File: src/rtl/ex_mem_pkg.sv
// Shared definitions for the execute-to-memory pipeline stage.
//   - XLEN/REGW defaults for the 64-bit core
//   - state encoding of the two-entry skid buffer
//   - bit positions inside the 5-bit control bundle
package ex_mem_pkg;

    localparam int unsigned XLEN_DEF = 64;
    localparam int unsigned REGW_DEF = 5;

    // Skid-buffer occupancy encoding
    localparam logic [1:0] ST_EMPTY_ENC = 2'd0;
    localparam logic [1:0] ST_ONE_ENC   = 2'd1;
    localparam logic [1:0] ST_FULL_ENC  = 2'd2;

    typedef enum logic [1:0] {
        StEmpty = ST_EMPTY_ENC,
        StOne   = ST_ONE_ENC,
        StFull  = ST_FULL_ENC
    } skid_state_e;

    // ctrl = {branch, mem_read, mem_write, reg_write, mem_to_reg}
    localparam int unsigned BR  = 4;
    localparam int unsigned MR  = 3;
    localparam int unsigned MW  = 2;
    localparam int unsigned RW  = 1;
    localparam int unsigned M2R = 0;

    localparam int unsigned CTRL_W     = 5;
    localparam int unsigned OUT_CTRL_W = 4;

endpackage

File: src/rtl/skid_buffer2.sv
// Two-entry skid buffer with a registered in_ready.
// Ports:
//   clk, rst_n          clock, async active-low reset
//   flush               synchronous kill of both entries; also drops any offered beat
//   in_valid/in_ready   upstream handshake (in_ready comes straight from a flop)
//   in_data             payload captured on accept
//   out_valid/out_ready downstream handshake
//   out_data            payload of the main entry
module skid_buffer2
    import ex_mem_pkg::*;
#(
    parameter int unsigned WIDTH = 8
) (
    input  logic             clk,
    input  logic             rst_n,
    input  logic             flush,
    input  logic             in_valid,
    output logic             in_ready,
    input  logic [WIDTH-1:0] in_data,
    output logic             out_valid,
    input  logic             out_ready,
    output logic [WIDTH-1:0] out_data
);

    skid_state_e      state_q, state_d;
    logic             in_ready_q;
    logic [WIDTH-1:0] main_q, skid_q;

    logic accept, present;
    logic load_main_in, load_main_skid, load_skid;

    // flush overrides both handshakes
    assign accept  = in_valid && in_ready_q && !flush;
    assign present = out_valid && out_ready && !flush;

    // State register; in_ready is precomputed from the next state so it is a pure flop output
    always_ff @(posedge clk or negedge rst_n) begin
        if (!rst_n) begin
            state_q    <= StEmpty;
            in_ready_q <= 1'b1;
        end else begin
            state_q    <= state_d;
            in_ready_q <= (state_d != StFull);
        end
    end

    // Next-state logic
    always_comb begin
        state_d = state_q;
        if (flush) begin
            state_d = StEmpty;
        end else begin
            unique case (state_q)
                StEmpty: if (accept) state_d = StOne;
                StOne: begin
                    if (accept && !present)      state_d = StFull;
                    else if (!accept && present) state_d = StEmpty;
                end
                StFull:  if (present) state_d = StOne;
                default: state_d = StEmpty;
            endcase
        end
    end

    // Output / datapath-control logic
    always_comb begin
        out_valid      = (state_q != StEmpty);
        load_main_in   = 1'b0;
        load_main_skid = 1'b0;
        load_skid      = 1'b0;
        unique case (state_q)
            StEmpty: load_main_in = accept;
            StOne: begin
                load_main_in = accept && present;
                load_skid    = accept && !present;
            end
            StFull:  load_main_skid = present;
            default: ;
        endcase
    end

    // Entries only change on capture, so out_data is stable under backpressure
    always_ff @(posedge clk or negedge rst_n) begin
        if (!rst_n) begin
            main_q <= '0;
            skid_q <= '0;
        end else begin
            if (load_main_in)        main_q <= in_data;
            else if (load_main_skid) main_q <= skid_q;
            if (load_skid)           skid_q <= in_data;
        end
    end

    assign in_ready = in_ready_q;
    assign out_data = main_q;

endmodule

File: src/rtl/ex_mem_stage.sv
// Execute-to-memory pipeline stage.
// Buffers ALU result, store data, rd and memory/writeback control through a two-entry
// skid buffer and resolves conditional branches at accept time.
// Ports:
//   clk, rst_n                 clock, async active-low reset
//   flush                      drop all buffered beats and the beat offered this cycle
//   in_valid/in_ready          upstream handshake
//   alu_result, alu_zero       ALU64 outputs
//   rs2_data, pc, imm, rd      store data, PC, halfword branch offset, destination reg
//   ctrl                       {branch, mem_read, mem_write, reg_write, mem_to_reg}
//   out_valid/out_ready        downstream handshake
//   out_result, out_store_data, out_rd, out_ctrl  main-entry payload
//   redirect, redirect_pc      one-cycle taken-branch pulse and target
module ex_mem_stage
    import ex_mem_pkg::*;
#(
    parameter int unsigned XLEN = XLEN_DEF,
    parameter int unsigned REGW = REGW_DEF
) (
    input  logic                  clk,
    input  logic                  rst_n,
    input  logic                  flush,
    input  logic                  in_valid,
    output logic                  in_ready,
    input  logic [XLEN-1:0]       alu_result,
    input  logic                  alu_zero,
    input  logic [XLEN-1:0]       rs2_data,
    input  logic [XLEN-1:0]       pc,
    input  logic [XLEN-1:0]       imm,
    input  logic [REGW-1:0]       rd,
    input  logic [CTRL_W-1:0]     ctrl,
    output logic                  out_valid,
    input  logic                  out_ready,
    output logic [XLEN-1:0]       out_result,
    output logic [XLEN-1:0]       out_store_data,
    output logic [REGW-1:0]       out_rd,
    output logic [OUT_CTRL_W-1:0] out_ctrl,
    output logic                  redirect,
    output logic [XLEN-1:0]       redirect_pc
);

    localparam int unsigned PAYLOAD_W = 2 * XLEN + REGW + OUT_CTRL_W;

    logic [PAYLOAD_W-1:0] in_payload, out_payload;
    logic                 accept, taken;
    logic [XLEN-1:0]      target;
    logic                 redirect_q;
    logic [XLEN-1:0]      redirect_pc_q;

    // The branch bit is consumed here and not forwarded to the memory stage
    assign in_payload = {alu_result, rs2_data, rd, ctrl[MR:M2R]};
    assign {out_result, out_store_data, out_rd, out_ctrl} = out_payload;

    skid_buffer2 #(
        .WIDTH(PAYLOAD_W)
    ) u_skid (
        .clk      (clk),
        .rst_n    (rst_n),
        .flush    (flush),
        .in_valid (in_valid),
        .in_ready (in_ready),
        .in_data  (in_payload),
        .out_valid(out_valid),
        .out_ready(out_ready),
        .out_data (out_payload)
    );

    // A beat dropped by flush never redirects
    assign accept = in_valid && in_ready && !flush;
    assign taken  = accept && ctrl[BR] && alu_zero;
    // imm counts halfwords; the sum wraps modulo 2^XLEN
    assign target = pc + (imm << 1);

    // A redirect already registered is unaffected by flush
    always_ff @(posedge clk or negedge rst_n) begin
        if (!rst_n) begin
            redirect_q    <= 1'b0;
            redirect_pc_q <= '0;
        end else begin
            redirect_q <= taken;
            if (taken) redirect_pc_q <= target;
        end
    end

    assign redirect    = redirect_q;
    assign redirect_pc = redirect_pc_q;

endmodule

File: config.mk
export PLATFORM = sky130hd
export DESIGN_NAME = ex_mem_stage
export DESIGN_NICKNAME = d
export VERILOG_FILES = /design/src/rtl/ex_mem_pkg.sv /design/src/rtl/skid_buffer2.sv /design/src/rtl/ex_mem_stage.sv
export SDC_FILE = /design/constraint.sdc
export NUM_CORES = 1
export LEC_CHECK = 0
export BUFFER_PORTS_ARGS = -buffer_cell sky130_fd_sc_hd__clkbuf_2
export CORE_ASPECT_RATIO = 0.8
export CORE_MARGIN = 1
export CORE_UTILIZATION = 40
export CTS_CLUSTER_DIAMETER = 150
export DETAILED_ROUTE_END_ITERATION = 6
export HOLD_SLACK_MARGIN = 0.08
export PLACE_DENSITY = 0.74
export SYNTH_ARGS = -nofsm -noshare
export SYNTH_HDL_FRONTEND = slang
export SYNTH_SLANG_ARGS = --single-unit
export TNS_END_PERCENT = 30
File: constraint.sdc
create_clock -name clk -period 3.02 [get_ports clk]
set_clock_uncertainty 0.2 [all_clocks]
set_input_delay 0.302 -clock clk [delete_from_list [all_inputs] [get_ports clk]]
set_output_delay 0.302 -clock clk [all_outputs]
set_load 0.02 [all_outputs]
==> run metrics <==
status=complete, no violations; area of the multi-input gates=7540 sq um; main flop type after synthesis=dfrtp_1; DR pass1 iterations=5; Die Y=184 um; Post-synth EDFFs=0; static leakage power=11.1 nW; commonest cells in the netlist=341 x dfrtp_1, 316 x nor2_1, 139 x mux2_2, 139 x o22ai_1, 119 x nand2_1; CTS tree=yes; NumNets Final=2,659; Die W=229 um; hold_ws=0.109 ns; crit start category=input pin; effective utilization at floorplan=40.6%; initial antenna violation count=4; Fin Setup TNS=0 ns; row count=66; top-count cell post-synth=dfrtp_1; crit-path leading delay family=compound AO/OA/AOI/OAI gates; layout cells sized above 1=34.4%; async set-reset flop share out of synthesis=100%; worst path arrival time=3.01 ns; Hold Path Origin=imm[42]; Worst R2R Start=u_skid.in_ready$_DFF_PN1_; Area contributors post-synth=dfrtp_1 52%, mux2_2 9.5%, nor2_1 7.2%; CTS buffer count=37; Critical Path Fanout Max=5; # port buffers=474; number of remaining DRC errors=0; Cell Int Power=10.4 mW; met3 WL=3980 um; Top Metal Used=met5; Clk pwr share=30.1%; Finished Cell Area=23,000 sq um; area leader, netlist=dfrtp_1; Tightest Pin Transition=1.13 ns; die area=42,100 sq um; Root Buffer Master=clkbuf_16; Post-DP HPWL=36,600 um; RSZ-0062 raised after global routing=no; Area Growth Syn to Fin=39.2%; clk buf depth=3; clk sinks=342; H-tree depth=2; global route overflow=0; fill count=3,342; sequential power share=41.7%; share of the synthesized area in the top cell type=51.6%; synth unique cells=68; final slew viol count=0; placed instance count=2,678; slew margin rel.=24.8%; met2 routed wirelength=26,200 um; post-synthesis sequential area ratio=51.8%; P_sw=5.08 mW; largest net degree at the start of global routing=122; M1 wire length=21,400 um; final setup vio count=0; final hold vios=0; syn_nets=1,966; syn_area_per_cell=10.1 sq um; worst vdd ir=0.000467 V; PnR worst setup slack=0.251 ns; post-layout min period=2.77 ns; Worst Path Buf+Inv=2; Sequential Area=8560 sq um; Util after Layout=56.5%; period utilization=91.7%; wire length per cell=18.6 um; CP Capture Type=flip-flop; required time of the critical path=3.26 ns; Max-cap violations=0; first-pass GRT wire length=84,100 um; GRT Util Overall=24.9%; Crit Path Category=input pin to flip-flop; worst skew pair latency=0.52 ns; worst min-delay path class=input pin to flip-flop; Initial DRC Count=1,089; Placeable Area=40,700 sq um; slowest stage cell, crit path=a211o_2; final WL=53,900 um; Warnings, synthesis=0; Reg clk slew, reported paths=0.06 ns; post-CTS sizing=0; Final Wtd Congestion=0.917; placed cell area=20,200 sq um; total power=15.4 mW; fmax=361 MHz; Final Non-Filler Cells=2,895; Synth Cell Area=16,500 sq um; worst slack, placed=-0.236 ns; Worst path most repeated cell=o21ai_0; FF+latch count, synth=342; Power Dens Cells=671 nW/um^2; # IOs=476; Synth Instances=1,631; DR vias=15,500; share of total power in combinational logic=28.2%; Vias/cell=5.36; CP Cell Sequence=clkbuf_2, ha_1, buf_4, a21oi_1, o21ai_0, a31o_2, a211oi_1, o21ai_0, nor2_2, o31a_4, o21ai_4, a211o_2, o211ai_1; vias in the first global route=15,900; Detail Route Antenna Nets=0; Critical Path Start=imm[29]; Critical Path Max Stage Delay=0.34 ns; switching part of the total power=32.9%
[cells by family after synthesis]
kind of cell	Yosys count	synth area share (%)
AND/OR/NAND/NOR	519	13.0
AO/OA/AOI/OAI	398	14.9
flip-flops	342	51.8
multiplexers	140	9.53
buffers and inverters	109	2.82
adder cells (fa/ha/maj)	63	4.81
XOR/XNOR	60	3.18
[registers in the layout, summed over array words and instances, names as in the netlist]
register,count
u_skid.out_data,137
u_skid.skid_q,137
redirect_pc,64
u_skid.state_q,2
redirect,1
u_skid.in_ready,1
[area by class of cell]
cell class,count,area share [%]
flip-flops and latches,342,37.2
repair buffers,743,21.3
diodes,5,0.0544
clock inverters,6,0.582
well taps,544,2.96
inverters,20,0.326
clock buffers,55,4.76
multi-input cells,1180,32.8
[power by group through the flow]
stage | clock (mW) | sequential [mW] | combinational (mW)
finish | 4.64 | 6.44 | 4.35
CTS | 4.72 | 6.39 | 4.32
global placement | 0 | 6.37 | 4.02
floorplan | 0 | 7.06 | 1.72
detailed placement | 0 | 6.46 | 4.13
global route | 4.92 | 6.55 | 4.70
[layer usage]
| metal | global-route usage, % | vias to the layer above |
|---|---|---|
| met4 | 11.1 | 2 |
| met2 | 42.4 | 639 |
| li1 | - | 7164 |
| met3 | 5.88 | 150 |
| met5 | 0 | - |
| met1 | 30.0 | 7554 |
[path summary, 6_finish.rpt]
path,depth (start not counted),slack [ns],endpoint
min,4,0.11,redirect_pc[43]$_DFFE_PN0P_
min reg2reg,2,0.28,redirect_pc[5]$_DFFE_PN0P_
max,13,0.25,redirect_pc[61]$_DFFE_PN0P_
max reg2reg,7,0.40,u_skid.out_data[49]$_DFFE_PN0P_
max in group asynchronous,3,1.50,u_skid.out_data[29]$_DFFE_PN0P_
min in group asynchronous,2,0.25,u_skid.skid_q[49]$_DFFE_PN0P_
[cells in the final DEF (no fill, tap or decap), types with 3 or more instances in the layout]
cell,n
clkbuf_1,9
mux2_2,139
bufinv_16,3
buf_4,108
nand2b_1,6
dfrtp_1,341
nor2b_1,6
dlygate4sd3_1,151
and3_1,7
nand2_1,117
buf_12,10
clkbuf_16,38
clkbuf_2,473
o21a_1,5
xnor2_1,33
a211oi_1,4
o22ai_1,139
xor2_1,27
clkbuf_8,8
and2_1,3
inv_1,19
diode_2,5
and4_1,3
nand3_1,17
ha_1,62
a21boi_0,3
nor2_1,316
a21oi_1,81
o21ai_0,92
o21bai_1,14
nor3_1,10
nand4_1,18
a21o_1,20
a31oi_1,7
o211ai_1,6
[repair_timing]
action / 4_1_cts / 5_1_grt
hold buffers: 151 / 0
hold endpoints to repair: 375 / 0
buffers inserted: 0 / 0
endpoints found under the setup margin: 0 / 1
[worst register-to-register path, stage by stage (launching register included)]
cell	delay, ns
dfstp_2	0.54
nand2_1	0.12
nor3_1	0.51
nand2b_4	0.29
nand2_4	0.18
buf_12	0.32
nor2_1	0.17
nor2_1	0.20
Power figures use the tool's default switching activity.
